==> src/rtl/uart_rx_port.sv <==
// 8N1 UART receiver for the RAT MCU port bus: a 4-deep receive FIFO read through
// input ports, popped and flag-cleared through OUT writes to an ack port.
module uart_rx_port #(
    parameter int         CLKS_PER_BIT = 434,
    parameter logic [7:0] DATA_ID      = 8'h30,
    parameter logic [7:0] STATUS_ID    = 8'h31,
    parameter logic [7:0] ACK_ID       = 8'h32,
    parameter int         FIFO_DEPTH   = 4
) (
    input  logic       CLK,
    input  logic       RESET_N,
    input  logic       RX,
    input  logic [7:0] PORT_ID,
    input  logic [7:0] OUT_PORT,
    input  logic       IO_STRB,
    output logic [7:0] DATA_OUT,
    output logic       SEL,
    output logic       INTR
);

    localparam int BAUD_W = $clog2(CLKS_PER_BIT);
    localparam int PTR_W  = (FIFO_DEPTH > 1) ? $clog2(FIFO_DEPTH) : 1;
    localparam int CNT_W  = $clog2(FIFO_DEPTH + 1);

    localparam logic [BAUD_W-1:0] HALF_BIT = BAUD_W'(CLKS_PER_BIT / 2 - 1);
    localparam logic [BAUD_W-1:0] FULL_BIT = BAUD_W'(CLKS_PER_BIT - 1);
    localparam logic [CNT_W-1:0]  CNT_FULL = CNT_W'(FIFO_DEPTH);
    localparam logic [PTR_W-1:0]  PTR_LAST = PTR_W'(FIFO_DEPTH - 1);

    localparam logic [1:0] S_IDLE  = 2'd0;
    localparam logic [1:0] S_START = 2'd1;
    localparam logic [1:0] S_DATA  = 2'd2;
    localparam logic [1:0] S_STOP  = 2'd3;

    logic              rx_meta_q, rx_s_q;
    logic [1:0]        state_q, state_d;
    logic [BAUD_W-1:0] baud_q, baud_d;
    logic [2:0]        bit_idx_q, bit_idx_d;
    logic [7:0]        shift_q, shift_d;
    logic [PTR_W-1:0]  wr_ptr_q, wr_ptr_d, rd_ptr_q, rd_ptr_d;
    logic [CNT_W-1:0]  count_q, count_d;
    logic              overrun_q, overrun_d, framing_q, framing_d;
    logic              intr_q, intr_d;
    logic [7:0]        fifo_mem_q [FIFO_DEPTH];

    logic       stop_valid, stop_ok;
    logic       ack, pop, push, fifo_empty, fifo_full;
    logic [7:0] head, status;
    logic       unused_out_bits;

    assign unused_out_bits = ^OUT_PORT[7:3];

    // Serial receive FSM; stop_valid marks the single cycle the stop bit is sampled.
    always_comb begin
        state_d    = state_q;
        baud_d     = baud_q;
        bit_idx_d  = bit_idx_q;
        shift_d    = shift_q;
        stop_valid = 1'b0;
        stop_ok    = 1'b0;
        case (state_q)
            S_IDLE: begin
                if (!rx_s_q) begin
                    state_d = S_START;
                    baud_d  = '0;
                end
            end
            S_START: begin
                if (baud_q == HALF_BIT) begin
                    baud_d    = '0;
                    bit_idx_d = '0;
                    state_d   = rx_s_q ? S_IDLE : S_DATA;
                end else begin
                    baud_d = baud_q + BAUD_W'(1);
                end
            end
            S_DATA: begin
                if (baud_q == FULL_BIT) begin
                    baud_d             = '0;
                    shift_d[bit_idx_q] = rx_s_q;
                    if (bit_idx_q == 3'd7) begin
                        state_d = S_STOP;
                    end else begin
                        bit_idx_d = bit_idx_q + 3'd1;
                    end
                end else begin
                    baud_d = baud_q + BAUD_W'(1);
                end
            end
            default: begin
                if (baud_q == FULL_BIT) begin
                    stop_valid = 1'b1;
                    stop_ok    = rx_s_q;
                    baud_d     = '0;
                    state_d    = S_IDLE;
                end else begin
                    baud_d = baud_q + BAUD_W'(1);
                end
            end
        endcase
    end

    // A pop in the stop-sample cycle frees a slot, so a full FIFO still accepts the byte.
    always_comb begin
        fifo_empty = (count_q == '0);
        fifo_full  = (count_q == CNT_FULL);
        ack        = IO_STRB && (PORT_ID == ACK_ID);
        pop        = ack && OUT_PORT[0] && !fifo_empty;
        push       = stop_valid && stop_ok && (!fifo_full || pop);
        overrun_d  = (stop_valid && stop_ok && fifo_full && !pop) ||
                     (overrun_q && !(ack && OUT_PORT[1]));
        framing_d  = (stop_valid && !stop_ok) || (framing_q && !(ack && OUT_PORT[2]));
        count_d    = count_q + CNT_W'(push) - CNT_W'(pop);
        wr_ptr_d   = wr_ptr_q;
        rd_ptr_d   = rd_ptr_q;
        if (push) wr_ptr_d = (wr_ptr_q == PTR_LAST) ? '0 : wr_ptr_q + PTR_W'(1);
        if (pop)  rd_ptr_d = (rd_ptr_q == PTR_LAST) ? '0 : rd_ptr_q + PTR_W'(1);
        intr_d     = push;
    end

    always_ff @(posedge CLK or negedge RESET_N) begin
        if (!RESET_N) begin
            rx_meta_q <= 1'b1;
            rx_s_q    <= 1'b1;
            state_q   <= S_IDLE;
            baud_q    <= '0;
            bit_idx_q <= '0;
            shift_q   <= '0;
            wr_ptr_q  <= '0;
            rd_ptr_q  <= '0;
            count_q   <= '0;
            overrun_q <= 1'b0;
            framing_q <= 1'b0;
            intr_q    <= 1'b0;
        end else begin
            rx_meta_q <= RX;
            rx_s_q    <= rx_meta_q;
            state_q   <= state_d;
            baud_q    <= baud_d;
            bit_idx_q <= bit_idx_d;
            shift_q   <= shift_d;
            wr_ptr_q  <= wr_ptr_d;
            rd_ptr_q  <= rd_ptr_d;
            count_q   <= count_d;
            overrun_q <= overrun_d;
            framing_q <= framing_d;
            intr_q    <= intr_d;
        end
    end

    always_ff @(posedge CLK) begin
        if (push) fifo_mem_q[wr_ptr_q] <= shift_q;
    end

    assign head   = fifo_mem_q[rd_ptr_q];
    assign status = {state_q != S_IDLE, 3'(count_q), framing_q, overrun_q, fifo_full, !fifo_empty};
    assign INTR   = intr_q;
    assign SEL    = (PORT_ID == DATA_ID) || (PORT_ID == STATUS_ID);

    always_comb begin
        DATA_OUT = 8'h00;
        if (PORT_ID == DATA_ID) begin
            DATA_OUT = fifo_empty ? 8'h00 : head;
        end else if (PORT_ID == STATUS_ID) begin
            DATA_OUT = status;
        end
    end

endmodule
==> config.mk <==
export PLATFORM = sky130hd
export DESIGN_NAME = uart_rx_port
export DESIGN_NICKNAME = d
export VERILOG_FILES = /design/src/rtl/uart_rx_port.sv
export SDC_FILE = /design/constraint.sdc
export NUM_CORES = 1
export LEC_CHECK = 0
export ABC_AREA = 1
export CORE_UTILIZATION = 45
export CTS_BUF_LIST = sky130_fd_sc_hd__clkbuf_16
export DETAILED_ROUTE_END_ITERATION = 12
export GPL_TIMING_DRIVEN = 0
export PLACE_DENSITY = 0.71
export SETUP_SLACK_MARGIN = 0.1
export SYNTH_ARGS = -nofsm -noshare
export SYNTH_HDL_FRONTEND = slang
export SYNTH_SLANG_ARGS = --single-unit
==> constraint.sdc <==
create_clock -name CLK -period 6.97 [get_ports CLK]
set_clock_uncertainty 0.1 [all_clocks]
set_input_delay 2.091 -clock CLK [delete_from_list [all_inputs] [get_ports CLK]]
set_output_delay 2.091 -clock CLK [all_outputs]
set_load 0.005 [all_outputs]
### Yosys cells after proc, flatten, opt, wreduce, memory -nomap -nowiden

Memory sizes are Yosys's and may differ from the RTL's.
Cells that the tools add are included.

* memories: 1
* word-level logic and storage cells: 98
* output and inout port bits: 10
* memory bits (writable): 32
* register bits after elaboration: 34
* input bits: 20

Memories
* fifo_mem_q: words 4, width 8, rd ports 1, clocked after memory_dff 0, wr ports 1, line 44 `logic [7:0] fifo_mem_q [FIFO_DEPTH];`

* muxes and demuxes: 29
* eq/ne operators: 16
* $add $sub $neg: 6
* reductions and logical operators: 32
* $lt $le $gt $ge: 2

Operators by type and width (number)
* $mux 9: 3
* $eq 8x6->1 const B: 3
* $mux 8: 3
* $pmux 9 s2: 1
* $mux 2: 8
* $logic_and 1x1->1: 13
* $ne 2x2->1 const B: 5
* $add 9x1->9 const B: 1
* $eq 9x8->1 const B: 1
* $eq 9x9->1 const B: 1
* $mux 3: 3
* $bwmux 8: 1
* $mux 1: 7
* $eq 2x2->1 const B: 3
* $eq 3x3->1 const B: 2
* $logic_not 1->1: 6
* $pmux 2 s3: 1
* $pmux 3 s2: 1
* $reduce_and 5->1: 1
* $add 2x1->2 const B: 2
* $logic_or 1x1->1: 4
* $lt 3x4->1 const B: 1
* $reduce_and 4->1: 1
* $reduce_bool 2->1: 2
* 11 further kinds: 11

### Longest topological paths before layout

Gate-level depths: netlist of run 1.

* depth after elaboration: 8
* depth in mapped cells: 16
* gate-level depth less buffers: 16

### Worst setup path after synthesis of run 1

Ideal clock, no wire load.

* path type: input-to-output
* start point: input port PORT_ID[3]
* end point: output port DATA_OUT[1]
* path buffers: 0
* data required time: 4.779 ns
* arrival time: 2.884 ns
* path slack: 1.895 ns
* cell stages on the path: 5
* cell sequence: nor2_1 nand3_1 nor2_1 nand3_1 o21ai_0

* longest elaborated chain between the ends: 3
* elaborated cells on any way between the ends: 4
* those cells by class: eq/ne (2); mux (2)

Ends and longest elaborated chain
* start, declared: line 13 `input logic [7:0] PORT_ID,`
* $eq 8x6->1: line 164 `end else if (PORT_ID == STATUS_ID) begin`
* $mux 8: line 164
* $mux 8 (*): line 162 `if (PORT_ID == DATA_ID) begin`
* end, declared: line 16 `output logic [7:0] DATA_OUT,`

Every way passes the cells marked *; elsewhere a longest branch is shown, timed or not.

### Worst setup path after layout of run 1

Same ends and word-level chain as after synthesis.

==> impl_metrics.py, run 1 <==
metrics = {
    "sta": {
        "finalCritPeriodShare_pct": 89.56,
        "setup_ws_ns": 0.7279,
        "maxSlewHeadroom_pct": 46.49,
        "tightest_slew_ns": 0.8027,
        "fmax_mhz": 160.2,
        "hold_violations": 0,
        "setup_tns_ns": 0,
        "slew_violations": 0,
        "setup_viol": 0,
        "rsz0062_at_grt": "no",
        "period_needed_ns": 6.242,
    },
    "cts": {
        "cts_sinks": 66,
        "tritoncts": "done",
        "clock_latency_ns": 0.33,
        "clockBufferDepth": 2,
        "cts.clk_slew.worst_paths_ns": 0.05,
        "holdBufCountCts": 0,
        "ctsHtreeMaxLevel": 3,
        "cts_made_buffers": 9,
        "cts_setup_buffers": 0,
        "clockRootBuffer": "clkbuf_16",
        "cts_resized": 0,
    },
    "floorplan": {
        "dieArea_sq_mm": 0.007678,
        "die_width_um": 87.63,
        "num_rows": 30,
        "start_util_pct": 47.51,
        "die_y_um": 87.63,
        "io_pins": 30,
        "core-area_sq_mm": 0.006944,
    },
    "global_routing": {
        "grt_pass1_wl_mm": 10.81,
        "grt_pass1_vias": 2475,
        "antenna_found_initial": 0,
        "grt.total_usage_pct": 18.96,
        "grt_max_degree": 35,
        "grt_overflow": 0,
    },
    "drt": {
        "drc": 0,
        "num_vias": 2463,
        "final_antenna_net_count": 0,
        "viasPerCell": 4.926,
        "wl_mm": 6.475,
        "wl_per_cell_um": 12.95,
        "dr.pass1.iters": 4,
        "drt_first_iter_violations": 109,
    },
    "finish": {
        "n_fill_cell": 574,
        "nets": 432,
        "register_area_sq_mm": 0.001814,
        "syn2layout_area_growth_pct": 19.76,
        "layout-drive-gt1-share_pct": 12.13,
        "multi_input_area_sq_mm": 0.001244,
        "antenna-diode-count": 0,
    },
    "yosys": {
        "synth_cell_types": 33,
        "synth.cell_area_sq_mm": 0.003299,
        "synth_nets": 397,
        "ys_warn_count": 0,
        "syn-instance-count": 364,
        "syn_area_per_cell_sq_um": 9.064,
        "synth-seq-area-share_pct": 54.99,
        "synth-seq-cells": 66,
    },
    "min_path": {
        "hold_start": "rx_meta_q",
        "min_path_type": "register to register",
    },
    "power": {
        "irDropWorstVdd_mv": 0.1570,
        "leakagePower_nw": 1.896,
        "power_density_mw_per_mm2": 228.9,
    },
    "worst_setup_path": {
        "startpoint": "PORT_ID[3]",
        "criticalPathCategory": "primary input to primary output",
        "arrival_ns": 4.05,
        "crit_required_ns": 4.78,
        "path_max_fanout": 6,
        "r2r-start": "baud_q[1]",
        "cp-end-kind": "primary output",
        "crit_path_start_kind": "primary input",
    },
    "status": {
        "status": "completed",
    },
    "placed_design": {
        "port_buffers": 24,
        "dp_worst_setup_slack_ns": 0.7171,
        "place_hpwl_mm": 4.781,
        "gp_congestion": 0.7673,
    },
    "flow_run": {
        "drv_cap": 0,
    },
}
per-layer routing:
metal	wire, um	vias up	GRT usage (%)
li1	-	1257	-
met1	2959	1148	22.71
met2	3110	48	32.67
met3	320	10	5.467
met4	85	0	6.855
met5	0	-	0
synth_stat cells (all sizes together):
library cell	count	share of area [%]
nand2	83	10
inv	56	6.4
nor2	55	8.0
dfrtp	32	24
edfxtp	32	29
o21ai	30	4.6
nand3	22	3.5
ha	12	4.6
a21oi	8	1.2
nor3	6	0.91
o22ai	5	0.95
buf	4	0.68
nand4	3	0.57
a31oi	2	0.38
clkinv	2	0.27
dfstp	2	1.6
nand3b	2	0.45
xor2	2	0.53
fa	1	0.61
o211ai	1	0.23
o21bai	1	0.23
o22a	1	0.27
or2	1	0.19
xnor2	1	0.27
registers in the layout, indices dropped and copies added, names as in the netlist, 2 cells and up:
| name | flops |
|---|---|
| rd_ptr_q | 2 |
| fifo_mem_q | 32 |
| bit_idx_q | 3 |
| wr_ptr_q | 2 |
| baud_q | 9 |
| shift_q | 8 |
| state_q | 2 |
| count_q | 3 |
through the flow:
stage	std cells	cell area, sq um	hold WS (ns)	utilization, %	total power, mW
floorplan	364	3299	0.2452	-	0.4514
global placement	484	3660	0.2507	52.70	0.4728
detailed placement	484	3655	0.2484	52.63	0.4730
CTS	500	3951	0.2594	56.90	0.9144
global route	500	3951	0.2636	56.90	0.9378
finish	500	3951	0.2578	56.90	0.9046
final timing paths:
check,end,slack (ns),cells after the start
max,DATA_OUT[1],0.73,7
min,rx_s_q,0.26,0
max reg2reg,count_q[2],4.21,16
min reg2reg,rx_s_q,0.26,0
max in group asynchronous,rd_ptr_q[0],4.50,1
min in group asynchronous,baud_q[0],1.74,1
power breakdown:
group	switching (mW)	internal, mW
combinational	0.0301	0.0184
clock	0.164	0.275
sequential	0.00538	0.412
total	0.200	0.705
critical path: stages:
cell             delay, ns
clkdlybuf4s50_1       0.40
nor2_1                0.18
nand3_1               0.12
nor2_1                0.34
nand3_1               0.18
o21ai_0               0.22
clkdlybuf4s50_1       0.54
placed cells by master, fill, tap and decap left out, types with 8 or more instances in the layout:
master | Yosys | routed
a21oi_1 | 8 | 8
clkbuf_16 | 0 | 9
nand2_1 | 78 | 78
nor2_1 | 41 | 41
nand3_1 | 21 | 21
inv_1 | 51 | 52
ha_1 | 12 | 12
nor2_2 | 11 | 11
o21ai_0 | 30 | 30
edfxtp_1 | 32 | 32
dfrtp_1 | 32 | 32
clkdlybuf4s50_1 | 0 | 23
final cells by class:
class / count / share of cell area (%)
multi-input combinational: 236 / 31.48
inverter: 58 / 5.541
clock inverter: 7 / 1.805
clock buffer: 9 / 5.700
tap: 96 / 3.040
buffer: 4 / 0.5700
sequential: 66 / 45.92
timing repair buffer: 24 / 5.953
cells by family (layout without fill, tap and decap cells):
group / Yosys count / count (layout) / synth area share (%)
xor gates and xnor gates: 3 / 3 / 0.7965
AOI/OAI and AO/OA: 48 / 48 / 7.812
DFF: 66 / 66 / 54.99
buffers and inverters: 62 / 102 / 7.319
adders and majority gates: 13 / 13 / 5.157
and+or+nand+nor: 172 / 172 / 23.93
Power figures use the tool's default switching activity.
==> run 2, diff against run 1 <==
Settings changed: MAX_ROUTING_LAYER set to met4.
==> run 2 against run 1 <==
  * Wire length up 0.14%
  * Combinational power about the same
  * Register-to-register slack about the same
  * Setup slack unchanged
  * Clock-buffer cell count unchanged
  * Sequential power about the same
  * Global-route usage up 0.61 points
  * Critical path type unchanged
  * Critical endpoint unchanged
  * Largest cell class unchanged
  * Largest power group unchanged
==> impl_metrics.py, run 2 (synthesis gave the netlist of run 1 again) <==
metrics = {
    "global_routing": {
        "use_met1_pct": 22.71,
        "busiest_layer": "met2",
        "grt_util_met3_pct": 5.467,
        "grt_pass1_vias": 2471,
        "grt_overflow": 0,
        "grt_max_degree": 35,
        "antenna_found_initial": 0,
        "met2_usage_pct": 32.67,
        "grt.total_usage_pct": 19.58,
        "grt_pass1_wl_mm": 10.81,
    },
    "finish": {
        "layout-drive-gt1-share_pct": 12.13,
        "syn2layout_area_growth_pct": 19.76,
        "nets": 432,
        "mostFrequentLayoutCell": "nand2_1",
        "top_register": "fifo_mem_q",
        "reg_top3": "fifo_mem_q: 32 flops, baud_q: 9 flops, shift_q: 8 flops",
        "largest_reg_flops": 32,
        "final_cell_mix": "nand2_1 (78), inv_1 (52), nor2_1 (41), dfrtp_1 (32), edfxtp_1 (32)",
        "final_core_util_pct": 56.90,
        "antenna-diode-count": 0,
        "n_fill_cell": 574,
    },
    "drt": {
        "wl_per_cell_um": 12.97,
        "final_antenna_net_count": 0,
        "drt_first_iter_violations": 117,
        "num_vias": 2452,
        "wl_mm": 6.484,
        "viasPerCell": 4.904,
        "dr.pass1.iters": 4,
        "drc": 0,
    },
    "status": {
        "status": "completed",
    },
    "sta": {
        "slew_violations": 0,
        "period_needed_ns": 6.242,
        "setup_viol": 0,
        "rsz0062_at_grt": "no",
        "fmax_mhz": 160.2,
        "setup_tns_ns": 0,
        "finalCritPeriodShare_pct": 89.56,
        "maxSlewHeadroom_pct": 46.49,
        "tightest_slew_ns": 0.8026,
        "hold_violations": 0,
    },
    "worst_setup_path": {
        "cp_cell_sequence": "clkdlybuf4s50_1 -> nor2_1 -> nand3_1 -> nor2_1 -> nand3_1 -> o21ai_0 -> clkdlybuf4s50_1",
        "slowest_delay_ns": 0.54,
        "crit_path_start_kind": "primary input",
        "path_max_fanout": 6,
        "worst_path_max_delay_cell": "clkdlybuf4s50_1",
        "cp-end-kind": "primary output",
        "crit_required_ns": 4.78,
        "criticalPathCategory": "primary input to primary output",
        "worstRegToRegCells": 16,
        "arrival_ns": 4.05,
    },
    "floorplan": {
        "start_util_pct": 47.51,
        "io_pins": 30,
        "dieArea_sq_mm": 0.007678,
        "num_rows": 30,
        "die_y_um": 87.63,
        "die_width_um": 87.63,
        "core-area_sq_mm": 0.006944,
    },
    "cts": {
        "ctsHtreeMaxLevel": 3,
        "cts_sinks": 66,
        "clockBufferDepth": 2,
        "holdBufCountCts": 0,
        "cts_made_buffers": 9,
        "cts_resized": 0,
        "cts_setup_buffers": 0,
        "tritoncts": "done",
        "cts.clk_slew.worst_paths_ns": 0.05,
        "clock_latency_ns": 0.33,
        "clockRootBuffer": "clkbuf_16",
    },
    "power": {
        "irDropWorstVdd_mv": 0.1572,
        "leakagePower_nw": 1.896,
        "power_density_mw_per_mm2": 228.8,
    },
    "placed_design": {
        "port_buffers": 24,
        "place_hpwl_mm": 4.781,
        "gp_congestion": 0.7776,
    },
    "flow_run": {
        "drv_cap": 0,
    },
    "min_path": {
        "holdPathStages": 0,
        "min_path_type": "register to register",
    },
}
-- run 2: cell counts in the layout (fill, tap and decap cells not counted) --
No cell type changed its count.
-- run 2: final cells by class --
type	instances	area, sq um	area share [%]
Multi-Input combinational cell	236	1244	31.48
Buffer	4	22.52	0.5700
Sequential cell	66	1814	45.92
Inverter	58	219.0	5.541
Tap cell	96	120.1	3.040
Timing Repair Buffer	24	235.2	5.953
Clock inverter	7	71.32	1.805
Clock buffer	9	225.2	5.700
-- run 2: critical path: cells and delay by family --
family / cells / cell delay [ns]
buffers and inverters: 2 / 0.94
and+or+nand+nor: 4 / 0.82
AOI/OAI and AO/OA: 1 / 0.22
-- run 2: routing by layer --
layer	vias to the layer above	part of all wire, %
met3	9	4.7
met5	-	0
met4	0	1.4
li1	1256	-
met1	1141	46
met2	46	48
-- run 2: final timing paths --
check	start	end	slack, ns
max	PORT_ID[3]	DATA_OUT[1]	0.73
min	rx_meta_q	rx_s_q	0.26
max reg2reg	baud_q[1]	count_q[2]	4.20
min reg2reg	rx_meta_q	rx_s_q	0.26
max in group asynchronous	RESET_N	rd_ptr_q[0]	4.50
min in group asynchronous	RESET_N	baud_q[0]	1.74
-- run 2: metrics by stage --
step                total power, mW  hold slack (ns)  area [sq um]  instances  setup WS, ns
floorplan                    0.4514           0.2452          3299        364         1.895
global placement             0.4728           0.2507          3660        484        0.7143
detailed placement           0.4730           0.2484          3655        484        0.7171
CTS                          0.9144           0.2594          3951        500        0.7293
global route                 0.9378           0.2636          3951        500        0.5648
finish                       0.9040           0.2578          3951        500        0.7279
-- run 2: where the power goes --
group	switching (mW)	internal, mW	total (mW)	leakage (nW)
registers	0.00541	0.412	0.417	0.808
logic	0.0301	0.0184	0.0485	0.957
clock network	0.164	0.275	0.438	0.131
total	0.199	0.705	0.904	1.90
==> run 3, diff against run 2 <==
Settings changed: SETUP_SLACK_MARGIN 0.1 to 0.4.
==> results of run 3 <==
Final layout, timing and power as in run 2 (identical DEF).
